## src/rtl/alu_pkg.sv

```systemverilog
// Shared types for the ALU result stage: entry/flag layout.
// ALU_RESULT_PARITY_EN adds a parity bit to alu_flags_t.
package alu_pkg;

    localparam int unsigned DATA_W_DEFAULT = 32;

    typedef struct packed {
        logic zero;
        logic neg;
        logic ovf;
`ifdef ALU_RESULT_PARITY_EN
        logic parity;
`endif
    } alu_flags_t;

    typedef struct packed {
        logic [DATA_W_DEFAULT-1:0] result;
        alu_flags_t                flags;
    } alu_entry_t;

endpackage

```

## src/rtl/alu_flag_gen.sv

```systemverilog
// Combinational flag derivation for an incoming result word.
// ALU_RESULT_PARITY_EN also produces even parity of the result.
module alu_flag_gen
    import alu_pkg::*;
#(
    parameter int unsigned DATA_W = DATA_W_DEFAULT
) (
    input  logic [DATA_W-1:0] result,
    input  logic              ovf,
    output alu_flags_t        flags
);

    always_comb begin
        flags      = '0;
        flags.zero = (result == '0);
        flags.neg  = result[DATA_W-1];
        flags.ovf  = ovf;
`ifdef ALU_RESULT_PARITY_EN
        flags.parity = ^result;
`endif
    end

endmodule

```

## src/rtl/alu_result_stage.sv

```systemverilog
// Registered result/flag output stage with 2-entry skid buffer and overflow status.
// ALU_RESULT_PARITY_EN adds the out_parity port.
module alu_result_stage
    import alu_pkg::*;
#(
    parameter int unsigned DATA_W = DATA_W_DEFAULT,
    parameter int unsigned CNT_W  = 8
) (
    input  logic              clk,
    input  logic              rst_n,
    input  logic              in_valid,
    output logic              in_ready,
    input  logic [DATA_W-1:0] in_result,
    input  logic              in_ovf,
    output logic              out_valid,
    input  logic              out_ready,
    output logic [DATA_W-1:0] out_result,
    output logic              out_zero,
    output logic              out_neg,
    output logic              out_ovf,
    input  logic              clr_sticky,
    output logic              sticky_ovf,
    output logic [CNT_W-1:0]  ovf_count
`ifdef ALU_RESULT_PARITY_EN
    ,
    output logic              out_parity
`endif
);

    typedef struct packed {
        logic [DATA_W-1:0] result;
        alu_flags_t        flags;
    } entry_t;

    alu_flags_t in_flags;
    entry_t     in_entry;
    entry_t     out_q;
    entry_t     skid_q;
    logic       out_valid_q;
    logic       skid_full;
    logic       accept;
    logic       xfer;
    logic       ovf_event;

    alu_flag_gen #(
        .DATA_W (DATA_W)
    ) u_flag_gen (
        .result (in_result),
        .ovf    (in_ovf),
        .flags  (in_flags)
    );

    assign in_entry  = '{result: in_result, flags: in_flags};
    assign in_ready  = ~skid_full;
    assign accept    = in_valid & ~skid_full;
    assign xfer      = out_valid_q & out_ready;
    assign ovf_event = accept & in_ovf;

    // No accept is possible while the skid is full, so the branches are exclusive.
    always_ff @(posedge clk or negedge rst_n) begin
        if (!rst_n) begin
            out_q       <= '0;
            skid_q      <= '0;
            out_valid_q <= 1'b0;
            skid_full   <= 1'b0;
        end else if (skid_full) begin
            if (xfer) begin
                out_q     <= skid_q;
                skid_full <= 1'b0;
            end
        end else if (accept) begin
            if (!out_valid_q || out_ready) begin
                out_q       <= in_entry;
                out_valid_q <= 1'b1;
            end else begin
                skid_q    <= in_entry;
                skid_full <= 1'b1;
            end
        end else if (xfer) begin
            out_valid_q <= 1'b0;
        end
    end

    always_ff @(posedge clk or negedge rst_n) begin
        if (!rst_n) begin
            sticky_ovf <= 1'b0;
            ovf_count  <= '0;
        end else begin
            if (ovf_event) begin
                sticky_ovf <= 1'b1;
            end else if (clr_sticky) begin
                sticky_ovf <= 1'b0;
            end

            if (clr_sticky) begin
                ovf_count <= ovf_event ? CNT_W'(1) : '0;
            end else if (ovf_event && (ovf_count != '1)) begin
                ovf_count <= ovf_count + CNT_W'(1);
            end
        end
    end

    assign out_valid  = out_valid_q;
    assign out_result = out_q.result;
    assign out_zero   = out_q.flags.zero;
    assign out_neg    = out_q.flags.neg;
    assign out_ovf    = out_q.flags.ovf;
`ifdef ALU_RESULT_PARITY_EN
    assign out_parity = out_q.flags.parity;
`endif

endmodule

```

## config.mk

```make
export PLATFORM = sky130hd
export DESIGN_NAME = alu_result_stage
export DESIGN_NICKNAME = d
export VERILOG_FILES = /design/src/rtl/alu_pkg.sv /design/src/rtl/alu_flag_gen.sv /design/src/rtl/alu_result_stage.sv
export SDC_FILE = /design/constraint.sdc
export NUM_CORES = 1
export LEC_CHECK = 0
export CORE_MARGIN = 3
export CORE_UTILIZATION = 40
export CTS_CLUSTER_SIZE = 20
export DETAILED_ROUTE_END_ITERATION = 10
export PLACE_DENSITY = 0.66
export SLEW_MARGIN = 40
export SYNTH_ARGS = -nofsm -noshare
export SYNTH_HDL_FRONTEND = slang
export SYNTH_SLANG_ARGS = --single-unit
```

## constraint.sdc

```tcl
create_clock -name clk -period 4.55 [get_ports clk]
set_input_delay 0.6825 -clock clk [delete_from_list [all_inputs] [get_ports clk]]
set_output_delay 0.6825 -clock clk [all_outputs]
set_load 0.01 [all_outputs]
```

==> out/summary.log <==
qor: worst_setup_path.setup.worst_path.class reg -> out
qor: route.wl_per_cell 15.3 µm
qor: synth.number_of_flops_mapped_to_enable_cells_by_yosys 0
qor: synth.syn_avg_cell_area 12.0 µm²
qor: finish.postLayoutCellArea 4570 µm²
qor: place.hpwl 5010 µm
qor: cts.cts_hold_repair.buffers 0
qor: cts.cts.repair.resized 0
qor: route.viasPerCell 5.14
qor: sta.rsz_0062_raised_after_global_routing false
qor: sta.fmax 397 MHz
qor: synth.synthesis.nets 328
qor: synth.seq_area_frac_synth 56.9%
qor: cts.cts-htree-levels 3
qor: cts.cts_root_buf clkbuf_8
qor: global_route.antenna_found_initial 0
qor: cts.clk_latency 350 ps
qor: route.drt_pass1_iterations 4
qor: synth.number_of_distinct_standard_cells_referenced_by_the_synthesized_netlist 29
qor: global_route.grt_start_max_net_pins 80
qor: route.drtIter0Drc 81
qor: sta.slew_violations 0
qor: sta.finalClockSkew 3.81 ps
qor: cts.clock_pin_slew_worst_setup_and_hold_paths 80 ps
qor: synth.synthCells 289
qor: place.dpl_cell_area 4370 µm²
qor: global_route.grt_pass1_vias 2499
qor: synth.ys_dominant_reg_cell dfrtp_1
qor: worst_setup_path.worst_r2r_path_depth 4
qor: route.via_count 2460
qor: synth.synth_area 3480 µm²
qor: sta.timing.slew.headroom 52.9%
qor: cts.ctsLongestPathBuffers 2
qor: cts.cts.sinks 79
qor: sta.setup-violations-final 0
qor: route.drc_errors 0
qor: run_status.outcome complete, no violations
qor: floorplan.floorplan.die.height 99.2 µm
qor: finish.layout.nets 409
qor: worst_setup_path.crit_path_end_kind output port
qor: floorplan.die_width 99.2 µm
qor: floorplan.die_area 9840 µm²
qor: route.antenna_violating_nets_post_route 0
qor: worst_setup_path.endpoint_of_the_most_critical_register_to_register_path skid_q[4]
qor: place.gp_congestion 0.803
qor: floorplan.rows 33
qor: worst_setup_path.timing.critical_path.required 3870 ps
qor: worst_hold_path.hold_path.class in -> async
qor: sta.layout_worst_path_cycle_share 55.4%
qor: place.port_buffers 83
qor: floorplan.number_of_top_level_pins 84
qor: global_route.grt_first_pass_wirelength 12000 µm
qor: sta.setup_total_negative_slack 0 ps
qor: pwr.power.leakage 1.92 nW
qor: run.cap_violations 0
qor: worst_setup_path.worstPathArrival 1840 ps
qor: sta.timing.final.crit_period 2520 ps
qor: worst_setup_path.r2r_setup_slack 2400 ps
qor: cts.cts_tree yes
qor: route.drt_wl_total 7310 µm
qor: global_route.global_route.overflow_total 0
qor: worst_setup_path.r2r_start skid_full
qor: cts.cts_setup_buffers 0
qor: finish.drive_gt1_share 15.8%
qor: sta.count_of_endpoints_failing_hold_in_the_final_timing_report 0
qor: synth.share_of_flip_flops_with_an_asynchronous_set_or_reset_after_synthesis 100%
qor: sta.tightest_slew 706 ps
qor: synth.ys_seq_elements 79
qor: finish.num_antenna_cells 0
qor: pwr.power_density_over_the_cells 648 nW/µm²
qor: synth.ys.warnings.count 0
qor: worst_setup_path.cp-start-kind flip-flop
qor: cts.cts-buffers-inserted 9
qor: worst_setup_path.critical_path.max_fanout 41
qor: floorplan.coreArea 8340 µm²
qor: global_route.grtUsageTotal 15.4%
qor: finish.synthToLayoutAreaGrowth 31.5%
qor: pwr.ir_drop 304 µV
qor: floorplan.start_util 41.7%
[cells in the final DEF, fill, tap and decap left out, drive strengths merged, types with 5 or more instances in the layout]
master / netlist / final
nor2: 39 / 39
nor4: 8 / 8
clkbuf: 3 / 12
mux2i: 34 / 34
nand2: 6 / 6
mux2: 35 / 35
dfrtp: 79 / 79
buf: 14 / 5
clkdlybuf4s50: 0 / 82
a21oi: 37 / 37
[cell type report]
| cell class | count | area, µm² |
|---|---|---|
| fillers | 733 | 3770 |
| flip-flops and latches | 79 | 1980 |
| multi-input cells | 190 | 1380 |
| repair buffers | 87 | 866 |
| clock buffers | 12 | 155 |
| well taps | 105 | 131 |
| clock inverters | 3 | 42.5 |
| inverters | 3 | 11.3 |
[kinds of logic (layout without fill, tap and decap cells)]
kind of cell	Yosys count	count (layout)	share of synthesized area, %
compound gates	49	49	7.67
buf+inv	20	105	3.46
xor+xnor	4	4	1.01
fa+ha+maj	1	1	0.360
flops	79	79	56.9
mux	69	69	21.1
simple gates	67	67	9.50
[power breakdown]
part,internal (mW),switching (mW)
logic,0.687,0.474
clock network,0.280,0.244
registers,1.02,0.252
[through the flow]
step	hold slack [ps]	cells	setup slack (ps)	utilization, %	power, mW
2_1_floorplan	387	289	2830	-	1.94
3_3_place_gp	488	463	1800	52.2	2.43
3_5_place_dp	495	464	2050	52.4	2.47
4_1_cts	393	479	1990	54.8	3.00
5_1_grt	405	479	1920	54.8	3.17
6_report	364	479	2030	54.8	2.96
[worst max-delay path by stage]
stage | to | slack, ps | start | depth (start not counted)
3_3_place_gp | out_result[0] | 1800 | in_valid | 6
5_1_grt | in_ready | 1920 | skid_full | 2
4_1_cts | in_ready | 1990 | skid_full | 2
2_1_floorplan | skid_q[0] | 2830 | in_valid | 4
6_report | in_ready | 2030 | skid_full | 2
3_5_place_dp | skid_q[10] | 2050 | in_valid | 5
[per-layer routing]
metal  global-route usage [%]  part of all wire, %  vias up
li1                         -                    -     1184
met1                     20.0                   46     1206
met2                     24.7                   47       63
met3                     5.33                  6.0        7
met4                     4.20                  1.0        0
met5                        0                    0        -
[cell usage after synthesis, types with 2 or more instances]
cell	n	area, µm²
dfrtp_1	79	1980
nor2_1	39	146
a21oi_1	37	185
mux2_2	35	394
mux2i_1	34	340
buf_2	9	45.0
nor4_1	8	50.1
nand2_1	6	22.5
buf_6	4	45.0
o211ai_1	4	30.0
o21ai_0	4	20.0
xor2_1	4	35.0
clkbuf_1	3	11.3
inv_1	3	11.3
nand4_1	3	18.8
and3_1	2	12.5
nand3_1	2	10.0
o31ai_1	2	15.0
[sequential cells by signal (all words and copies together) (netlist names)]
register and flops:
sticky_ovf 1, out_result 31, out_neg 1, ovf_count 8
skid_q 34, out_valid 1, out_ovf 1, skid_full 1
out_zero 1
[critical path, cell delays in order (launching register included)]
cell and delay (ps):
dfrtp_4 860, inv_1 120, clkdlybuf4s50_1 510
No activity file was read; power rests on OpenSTA's default activity.
